$ cat src/rtl/isr_job_queue_if.sv
// rtl/isr_job_queue_if.sv - request, engine and response signals of the isqrt job queue
interface isr_job_queue_if #(
    parameter int DEPTH = 4,
    parameter int TAG_W = 4
);
    localparam int CNT_W = $clog2(DEPTH + 1);

    logic             req_valid;
    logic             req_ready;
    logic [63:0]      req_value;
    logic [TAG_W-1:0] req_tag;
    logic [CNT_W-1:0] count;
    logic             busy;
    logic             isr_start;
    logic [63:0]      isr_value;
    logic [31:0]      isr_result;
    logic             isr_done;
    logic             resp_valid;
    logic             resp_ready;
    logic [31:0]      resp_result;
    logic [TAG_W-1:0] resp_tag;
    logic             resp_timeout;

    modport slave (
        input  req_valid, req_value, req_tag, isr_result, isr_done, resp_ready,
        output req_ready, count, busy, isr_start, isr_value,
               resp_valid, resp_result, resp_tag, resp_timeout
    );

    modport master (
        output req_valid, req_value, req_tag, isr_result, isr_done, resp_ready,
        input  req_ready, count, busy, isr_start, isr_value,
               resp_valid, resp_result, resp_tag, resp_timeout
    );
endinterface

$ cat src/rtl/isr_job_queue.sv
// rtl/isr_job_queue.sv - tagged request FIFO feeding the isqrt engine one job at a time
module isr_job_queue #(
    parameter int DEPTH   = 4,
    parameter int TAG_W   = 4,
    parameter int TIMEOUT = 600
) (
    input  logic          clock,
    input  logic          reset,
    isr_job_queue_if.slave bus
);
    localparam int PTR_W = $clog2(DEPTH);
    localparam int CNT_W = $clog2(DEPTH + 1);
    localparam int TMR_W = $clog2(TIMEOUT + 1);

    typedef enum logic [1:0] {
        S_IDLE,
        S_LAUNCH,
        S_BUSY,
        S_RESP
    } state_t;

    logic [63:0]      r_fifo_value [DEPTH];
    logic [TAG_W-1:0] r_fifo_tag   [DEPTH];
    logic [PTR_W-1:0] r_wr_ptr;
    logic [PTR_W-1:0] r_rd_ptr;
    logic [CNT_W-1:0] r_count;

    state_t           r_state;
    logic             r_busy;
    logic             r_isr_start;
    logic [63:0]      r_isr_value;
    logic [TAG_W-1:0] r_job_tag;
    logic [TMR_W-1:0] r_timer;
    logic             r_resp_valid;
    logic [31:0]      r_resp_result;
    logic [TAG_W-1:0] r_resp_tag;
    logic             r_resp_timeout;

    logic w_req_ready;
    logic w_push;
    logic w_pop;

    assign w_req_ready = (r_count != CNT_W'(DEPTH));
    assign w_push      = bus.req_valid && w_req_ready;
    // The head leaves the FIFO on the edge into LAUNCH so isr_value is already registered there.
    assign w_pop       = (r_state == S_IDLE) && (r_count != '0);

    always_ff @(posedge clock) begin
        if (w_push) begin
            r_fifo_value[r_wr_ptr] <= bus.req_value;
            r_fifo_tag[r_wr_ptr]   <= bus.req_tag;
        end
    end

    always_ff @(posedge clock) begin
        if (reset) begin
            r_wr_ptr <= '0;
            r_rd_ptr <= '0;
            r_count  <= '0;
        end else begin
            if (w_push) r_wr_ptr <= r_wr_ptr + PTR_W'(1);
            if (w_pop)  r_rd_ptr <= r_rd_ptr + PTR_W'(1);
            case ({w_push, w_pop})
                2'b10:   r_count <= r_count + CNT_W'(1);
                2'b01:   r_count <= r_count - CNT_W'(1);
                default: r_count <= r_count;
            endcase
        end
    end

    always_ff @(posedge clock) begin
        if (reset) begin
            r_state        <= S_IDLE;
            r_busy         <= 1'b0;
            r_isr_start    <= 1'b0;
            r_isr_value    <= '0;
            r_job_tag      <= '0;
            r_timer        <= '0;
            r_resp_valid   <= 1'b0;
            r_resp_result  <= '0;
            r_resp_tag     <= '0;
            r_resp_timeout <= 1'b0;
        end else begin
            case (r_state)
                S_IDLE: begin
                    if (r_count != '0) begin
                        r_state     <= S_LAUNCH;
                        r_busy      <= 1'b1;
                        r_isr_start <= 1'b1;
                        r_isr_value <= r_fifo_value[r_rd_ptr];
                        r_job_tag   <= r_fifo_tag[r_rd_ptr];
                    end
                end
                S_LAUNCH: begin
                    r_isr_start <= 1'b0;
                    r_timer     <= '0;
                    r_state     <= S_BUSY;
                end
                S_BUSY: begin
                    if (r_timer != TMR_W'(TIMEOUT)) r_timer <= r_timer + TMR_W'(1);
                    // A done arriving in the last allowed cycle still wins over the timeout.
                    if (bus.isr_done) begin
                        r_resp_valid   <= 1'b1;
                        r_resp_result  <= bus.isr_result;
                        r_resp_tag     <= r_job_tag;
                        r_resp_timeout <= 1'b0;
                        r_state        <= S_RESP;
                    end else if (r_timer == TMR_W'(TIMEOUT - 1)) begin
                        r_resp_valid   <= 1'b1;
                        r_resp_result  <= '0;
                        r_resp_tag     <= r_job_tag;
                        r_resp_timeout <= 1'b1;
                        r_state        <= S_RESP;
                    end
                end
                S_RESP: begin
                    if (bus.resp_ready) begin
                        r_resp_valid <= 1'b0;
                        r_busy       <= 1'b0;
                        r_state      <= S_IDLE;
                    end
                end
                default: begin
                    r_state <= S_IDLE;
                    r_busy  <= 1'b0;
                end
            endcase
        end
    end

    assign bus.req_ready    = w_req_ready;
    assign bus.count        = r_count;
    assign bus.busy         = r_busy;
    assign bus.isr_start    = r_isr_start;
    assign bus.isr_value    = r_isr_value;
    assign bus.resp_valid   = r_resp_valid;
    assign bus.resp_result  = r_resp_result;
    assign bus.resp_tag     = r_resp_tag;
    assign bus.resp_timeout = r_resp_timeout;
endmodule

$ cat src/flat_wrapper.sv
// flat-port wrapper written by rule: the top's interface ports become plain ports
module isr_job_queue_flat 
#(
    parameter int DEPTH   = 4,
    parameter int TAG_W   = 4,
    parameter int TIMEOUT = 600
)
  (clock, reset, bus_req_valid, bus_req_value, bus_req_tag, bus_isr_result, bus_isr_done, bus_resp_ready, bus_req_ready, bus_count, bus_busy, bus_isr_start, bus_isr_value, bus_resp_valid, bus_resp_result, bus_resp_tag, bus_resp_timeout);
  isr_job_queue_if #(.DEPTH(DEPTH), .TAG_W(TAG_W)) bus_i ();
  input  logic clock;
  input  logic reset;
  input wire logic [$bits(bus_i.req_valid)-1:0] bus_req_valid;
  input wire logic [$bits(bus_i.req_value)-1:0] bus_req_value;
  input wire logic [$bits(bus_i.req_tag)-1:0] bus_req_tag;
  input wire logic [$bits(bus_i.isr_result)-1:0] bus_isr_result;
  input wire logic [$bits(bus_i.isr_done)-1:0] bus_isr_done;
  input wire logic [$bits(bus_i.resp_ready)-1:0] bus_resp_ready;
  output wire logic [$bits(bus_i.req_ready)-1:0] bus_req_ready;
  output wire logic [$bits(bus_i.count)-1:0] bus_count;
  output wire logic [$bits(bus_i.busy)-1:0] bus_busy;
  output wire logic [$bits(bus_i.isr_start)-1:0] bus_isr_start;
  output wire logic [$bits(bus_i.isr_value)-1:0] bus_isr_value;
  output wire logic [$bits(bus_i.resp_valid)-1:0] bus_resp_valid;
  output wire logic [$bits(bus_i.resp_result)-1:0] bus_resp_result;
  output wire logic [$bits(bus_i.resp_tag)-1:0] bus_resp_tag;
  output wire logic [$bits(bus_i.resp_timeout)-1:0] bus_resp_timeout;
  assign bus_i.req_valid = bus_req_valid;
  assign bus_i.req_value = bus_req_value;
  assign bus_i.req_tag = bus_req_tag;
  assign bus_i.isr_result = bus_isr_result;
  assign bus_i.isr_done = bus_isr_done;
  assign bus_i.resp_ready = bus_resp_ready;
  assign bus_req_ready = bus_i.req_ready;
  assign bus_count = bus_i.count;
  assign bus_busy = bus_i.busy;
  assign bus_isr_start = bus_i.isr_start;
  assign bus_isr_value = bus_i.isr_value;
  assign bus_resp_valid = bus_i.resp_valid;
  assign bus_resp_result = bus_i.resp_result;
  assign bus_resp_tag = bus_i.resp_tag;
  assign bus_resp_timeout = bus_i.resp_timeout;
  isr_job_queue #(.DEPTH(DEPTH), .TAG_W(TAG_W), .TIMEOUT(TIMEOUT)) u_core (.clock(clock), .reset(reset), .bus(bus_i));
endmodule
$ cat config.mk
export PLATFORM = sky130hd
export DESIGN_NAME = isr_job_queue_flat
export DESIGN_NICKNAME = d
export VERILOG_FILES = /design/src/rtl/isr_job_queue_if.sv /design/src/rtl/isr_job_queue.sv /design/src/flat_wrapper.sv
export SDC_FILE = /design/constraint.sdc
export NUM_CORES = 1
export LEC_CHECK = 0
export CAP_MARGIN = 20
export CORE_ASPECT_RATIO = 0.8
export CORE_MARGIN = 5
export CORE_UTILIZATION = 40
export DETAILED_ROUTE_END_ITERATION = 10
export PLACE_DENSITY = 0.58
export REMOVE_ABC_BUFFERS = 1
export SKIP_CTS_REPAIR_TIMING = 1
export SLEW_MARGIN = 0
export SYNTH_ARGS = -nofsm -noshare
export SYNTH_HDL_FRONTEND = slang
export SYNTH_SLANG_ARGS = --single-unit
$ cat constraint.sdc
create_clock -name clock -period 3.1 [get_ports clock]
set_clock_uncertainty 0.1 [all_clocks]
set_input_delay 0.465 -clock clock [delete_from_list [all_inputs] [get_ports clock]]
set_output_delay 0.465 -clock clock [all_outputs]
set_load 0.02 [all_outputs]
# ---- After elaboration in Yosys (flattened, before gate mapping)
# Memories as Yosys holds them, arrays and structs flattened. A register that Yosys moved wholly into a read port is not among the register bits.
# Cells that the tools add are included.
# Widths: inputs -> output; s select.
dict set report classes {
  n_eq_ne 12
  n_mux 22
  n_reduce_logical 17
  n_addsub 5
}
# cell n
set op_table {}
lappend op_table {{$mux 32} 2}
lappend op_table {{$pmux 10 s2} 1}
lappend op_table {{$reduce_bool 2->1} 6}
lappend op_table {{$add 10x1->10 const B} 1}
lappend op_table {{$eq 10x10->1 const B} 1}
lappend op_table {{$mux 10} 1}
lappend op_table {{$ne 10x10->1 const B} 1}
lappend op_table {{$reduce_and 3->1} 3}
lappend op_table {{$mux 2} 4}
lappend op_table {{$mux 4} 2}
lappend op_table {{$pmux 2 s4} 1}
lappend op_table {{$reduce_and 2->1} 4}
lappend op_table {{$mux 1} 7}
lappend op_table {{$eq 2x2->1 const B} 3}
lappend op_table {{$pmux 1 s2} 3}
lappend op_table {{$pmux 3 s2} 1}
lappend op_table {{$add 2x1->2 const B} 2}
lappend op_table {{$eq 2x1->1 const B} 2}
lappend op_table {{$ne 2x2->1 const B} 2}
lappend op_table {{$add 3x1->3 const B} 1}
lappend op_table {{$ne 3x2->1 const B} 1}
lappend op_table {{$ne 3x3->1 const B} 1}
lappend op_table {{$reduce_bool 3->1} 1}
lappend op_table {{$sub 3x1->3 const B} 1}
lappend op_table {{3 further kinds} 4}
dict set report totals {
  n_memories 2
  input_bits 105
  mem_bits_rw 272
  output_inout_bits 108
  ff_bits 59
}
# name words word_bits rd rd_clocked_by_memory_dff wr line_no
set memory_table {}
lappend memory_table {u_core.r_fifo_value 4 64 1 1 1 isr_job_queue.sv:22} ;# logic [63:0] r_fifo_value [DEPTH];
lappend memory_table {u_core.r_fifo_tag 4 4 1 1 1 isr_job_queue.sv:23} ;# logic [TAG_W-1:0] r_fifo_tag [DEPTH];

# ---- Longest topological paths before layout
dict set report logic_depth {
  word_depth 4
  ltp_mapped 11
  ltp_nobuf 10
}

# ---- Least setup slack after synthesis
# Ideal clock, no wire load.
dict set report synth_timing {
  path_kind {register to register}
  start {reg u_core.r_count[0], in the netlist u_core.bus.count[0]}
  end {mem u_core.r_fifo_tag[1][0], enable pin}
  setup_ns 0.434
  path_stages_with_launch 3
  period_less_slack_ns 3.028
  setup_slack_ns 0.072
  arrival_time_ns 2.494
  cell_sequence {dfxtp_1 or3b_1 and3_1}
}
dict set report synth_between {
  elab_chain_cells 4
}
# item line_no
set synth_rtl {}
lappend synth_rtl {{start: declaration} isr_job_queue.sv:26} ;# logic [CNT_W-1:0] r_count;
lappend synth_rtl {{start signal: assignment} isr_job_queue.sv:64} ;# 2'b10: r_count <= r_count + CNT_W'(1);
lappend synth_rtl {{start signal: assignment} isr_job_queue.sv:65} ;# 2'b01: r_count <= r_count - CNT_W'(1);
lappend synth_rtl {{start signal: assignment} isr_job_queue.sv:66} ;# default: r_count <= r_count;
lappend synth_rtl {{$ne 3x3->1} isr_job_queue.sv:43} ;# assign w_req_ready = (r_count != CNT_W'(DEPTH));
lappend synth_rtl {{net bus_req_ready} flat_wrapper.sv:18} ;# output wire logic [$bits(bus_i.req_ready)-1:0] bus_req_ready;
lappend synth_rtl {{$logic_and 1x1->1} isr_job_queue.sv:44} ;# assign w_push = bus.req_valid && w_req_ready;
lappend synth_rtl {{$mux 1} isr_job_queue.sv:49} ;# if (w_push) begin
lappend synth_rtl {{$mux 1 (implied by the code)} isr_job_queue.sv:51} ;# r_fifo_tag[r_wr_ptr] <= bus.req_tag;
lappend synth_rtl {{end: declaration} isr_job_queue.sv:23}
# The timed path passes the listed nets, and every way through them passes these cells.

# ---- Worst setup path after layout
dict set report layout_timing {
  start {reg u_core.r_count[2], in the netlist u_core.bus.count[2]}
  end {reg u_core.r_count[2], in the netlist u_core.bus.count[2]}
}
dict set report layout_between {
  elab_chain_cells 4
  word_cells_on_any_way 10
}
# item line_no
set layout_rtl {}
lappend layout_rtl {{$ne 3x3->1 or $reduce_bool 3->1 (tied branches)} {isr_job_queue.sv:43, isr_job_queue.sv:46}}
lappend layout_rtl {{$logic_and 1x1->1 (on tied branches)} {isr_job_queue.sv:44, isr_job_queue.sv:46}}
lappend layout_rtl {{$eq 2x1->1 or $eq 2x2->1 (tied branches)} isr_job_queue.sv:63} ;# case ({w_push, w_pop})
lappend layout_rtl {{$pmux 3 s2 or $reduce_bool 2->1 (tied branches)} -}
# Parallel ways exist; a longest one is shown, timed or not.
# A chain may end at the register's enable or synchronous reset.

==> summary.txt <==
Status
  • Status: complete, no violations

Yosys
  • Yosys reg bits: about 400
  • Number of synthesized flops with an enable pin: about 270
  • Seq/Total Area, Yosys: 0.739
  • Mapped Cells: 885
  • Primary FF master, synth: edfxtp_1
  • Syn_area_per_cell: between 15 and 20 um^2
  • Library cells used by synthesis: 43
  • Post-Syn Area: 14500 um^2
  • Async SR Flop Fraction: 0
  • Syn. warnings: 0

Power
  • Total leakage power: around 6.2 nW
  • Power density over the cells: 879 nW/um^2
  • Pwr Total: roughly 16 mW
  • VDD IR max: about 0.46 mV

Final layout
  • Finished Cell Area: roughly 19000 um^2
  • Post-Layout Cell Count: ~1600
  • Final Util: 0.521
  • Fraction of layout cells with a size suffix above 1: 0.142
  • Nets: 1226
  • Area grow syn2layout: 29.0%

STA
  • Hold WS: approximately 0.10 ns
  • Endpoints failing hold: 0
  • PnR worst setup slack: 0.579 ns
  • Top achievable clock speed: ~400 MHz
  • Finish-stage setup viols: 0
  • Fin Setup TNS: 0 ns
  • Final Cycle Share: 0.813
  • RSZ-0062 raised after global routing: false
  • Slew Limit Fails: 0
  • Worst-Margin Slew: about 0.96 ns
  • Min cycle time layout: approximately 2.5 ns
  • Relative slew slack: 0.363

Drt
  • WL/cell: ~20 um
  • Vias after detailed routing: about 8200
  • Final WL: approximately 32000 um
  • Initial DRC count: 477
  • Post-route ant nets: 0
  • DRC Markers: 0
  • DRT Pass-1 Iters: 5
  • Via density: between 5 and 6

Placed design
  • DP Worst Slack: 0.493 ns
  • Dpl cell area: between 15000 and 20000 um^2
  • Detailed Place HPWL: between 15000 and 20000 um
  • Cells after DPL: between 1500 and 2000
  • Routability Congestion: between 0.7 and 0.8
  • Port-buffer cells: 212

Global routing
  • Number of global-route vias before repair: 8427
  • Initial antenna violation count: 4
  • Largest net degree at the start of global routing: 71
  • GRT overflow: 0
  • Tot GR Track Use: 0.156
  • First-pass GRT wire length: approximately 49000 um

Die
  • Die footprint: 40200 um^2
  • Initial Util: 0.404
  • Io pins: between 200 and 250
  • Core region area: 35800 um^2
  • Die height: approximately 180 um
  • Die X-Extent: about 220 um
  • FP Rows: 62

Clock network
  • CTS Buf Count: 41
  • Clock Path Buffers: 3
  • Clock transition at path regs: roughly 0.060 ns
  • CTS root buffer: clkbuf_16
  • Worst-Skew Late Latency: 0.53 ns
  • CTS tree: done
  • Clock sink count: between 300 and 400
  • H-tree levels: 2

Setup path
  • WP data arrival: 2.87 ns
  • Worst Path Required: ~3.5 ns
  • CP max FO: 6
  • CP endpoint kind: flop
  • CP Class: reg2reg
  • Worst Setup Start Kind: flop

Job
  • Max-cap violations: 0

Min path
  • Hold WC Path Type: in2reg
==> path summary, 6_finish.rpt <==
kind         slack [ns]  depth (start not counted)                             startpoint                                     to
max                0.58                          9       u_core.bus.count[2]$_SDFFE_PP0P_       u_core.bus.count[2]$_SDFFE_PP0P_
min                0.10                          2                                  reset  u_core.bus.isr_value[40]$_SDFFE_PP0P_
max reg2reg        0.58                          9       u_core.bus.count[2]$_SDFFE_PP0P_       u_core.bus.count[2]$_SDFFE_PP0P_
min reg2reg        0.35                          2  u_core.bus.isr_value[56]$_SDFFE_PP0P_  u_core.bus.isr_value[56]$_SDFFE_PP0P_
==> final cells by class <==
class	count	area [um^2]
Clock buffer	63	1250
Clock inverter	12	159
Multi-Input combinational cell	418	3510
Antenna cell	1	2.50
Fill cell	2989	17200
Sequential cell	399	10700
Inverter	17	65.1
Tap cell	480	601
Timing Repair Buffer	231	2380
==> cell usage in the layout, fill, tap and decap left out, types with 11 or more instances in the layout <==
cell type / count
nand2_1: 150
a22o_1: 32
buf_4: 11
clkbuf_16: 43
ha_1: 12
a21oi_1: 79
mux4_2: 68
edfxtp_1: 272
clkdlybuf4s50_1: 211
dfxtp_1: 125
inv_1: 16
==> flip-flops by register name, indices dropped and copies added (netlist names) <==
name                     flops
u_core.r_fifo_value        256
u_core.bus.isr_value        64
u_core.bus.resp_result      32
u_core.r_fifo_tag           16
u_core.r_timer              10
u_core.bus.resp_tag          4
u_core.r_job_tag             4
u_core.bus.count             3
u_core.r_rd_ptr              2
u_core.r_state               2
u_core.r_wr_ptr              2
u_core.bus.busy              1
u_core.bus.isr_start         1
u_core.bus.resp_timeout      1
u_core.bus.resp_valid        1
==> synthesized netlist by cell type (2+ instances only) <==
master / number / area share
a211oi_1: 2 / 0.0010
a21oi_1: 79 / 0.027
a22o_1: 32 / 0.019
a2bb2oi_1: 2 / 0.0012
a31o_1: 3 / 0.0018
and2_1: 3 / 0.0013
and3_1: 6 / 0.0026
buf_1: 2 / 0.00052
buf_2: 8 / 0.0028
buf_6: 4 / 0.0031
clkbuf_1: 36 / 0.0093
dfxtp_1: 127 / 0.18
edfxtp_1: 272 / 0.56
ha_1: 12 / 0.010
inv_1: 16 / 0.0041
mux4_2: 68 / 0.11
nand2_1: 151 / 0.039
nand2b_1: 2 / 0.00086
nand3_1: 10 / 0.0035
nand3b_1: 2 / 0.0010
nand4_1: 3 / 0.0013
nor2_1: 10 / 0.0026
o211ai_1: 2 / 0.0010
o21ai_0: 3 / 0.0010
o31ai_1: 6 / 0.0031
or3_1: 2 / 0.00086
xnor2_1: 2 / 0.0012
xor2_1: 5 / 0.0030
==> critical path, cell delays in order, from the launching register on <==
cell and delay [ns]:
dfxtp_1 0.38, or3b_1 0.45, and2_1 0.23, inv_1 0.08
ha_1 0.17, inv_1 0.06, fa_1 0.37, xor2_1 0.16
or3_1 0.31, a21oi_1 0.14
==> report_power, final <==
group / total (mW) / switching (mW) / internal (mW)
Clock: 5.05 / 1.94 / 3.11
Combinational: 4.39 / 2.50 / 1.90
Sequential: 6.99 / 0.396 / 6.60
Total: 16.4 / 4.83 / 11.6
==> per-layer routing <==
metal  vias up  GRT usage  routed length (um)
met5         -          0                  54
met1      4100      0.211               14100
met2       203      0.252               15100
met3        50     0.0414                1870
li1       3811          -                   -
met4         6     0.0443                 716
==> cell families (layout without fill, tap and decap cells) <==
kind of cell,count (synthesis),in the layout,synth area share
compound gates,136,136,0.0621
mux,68,68,0.106
xor+xnor,7,7,0.00423
flops,399,399,0.739
simple gates,194,194,0.0565
fa+ha+maj,13,13,0.0117
buf+inv,68,323,0.0206
other cells,0,1,0
No activity file was read; power rests on OpenSTA's default activity.
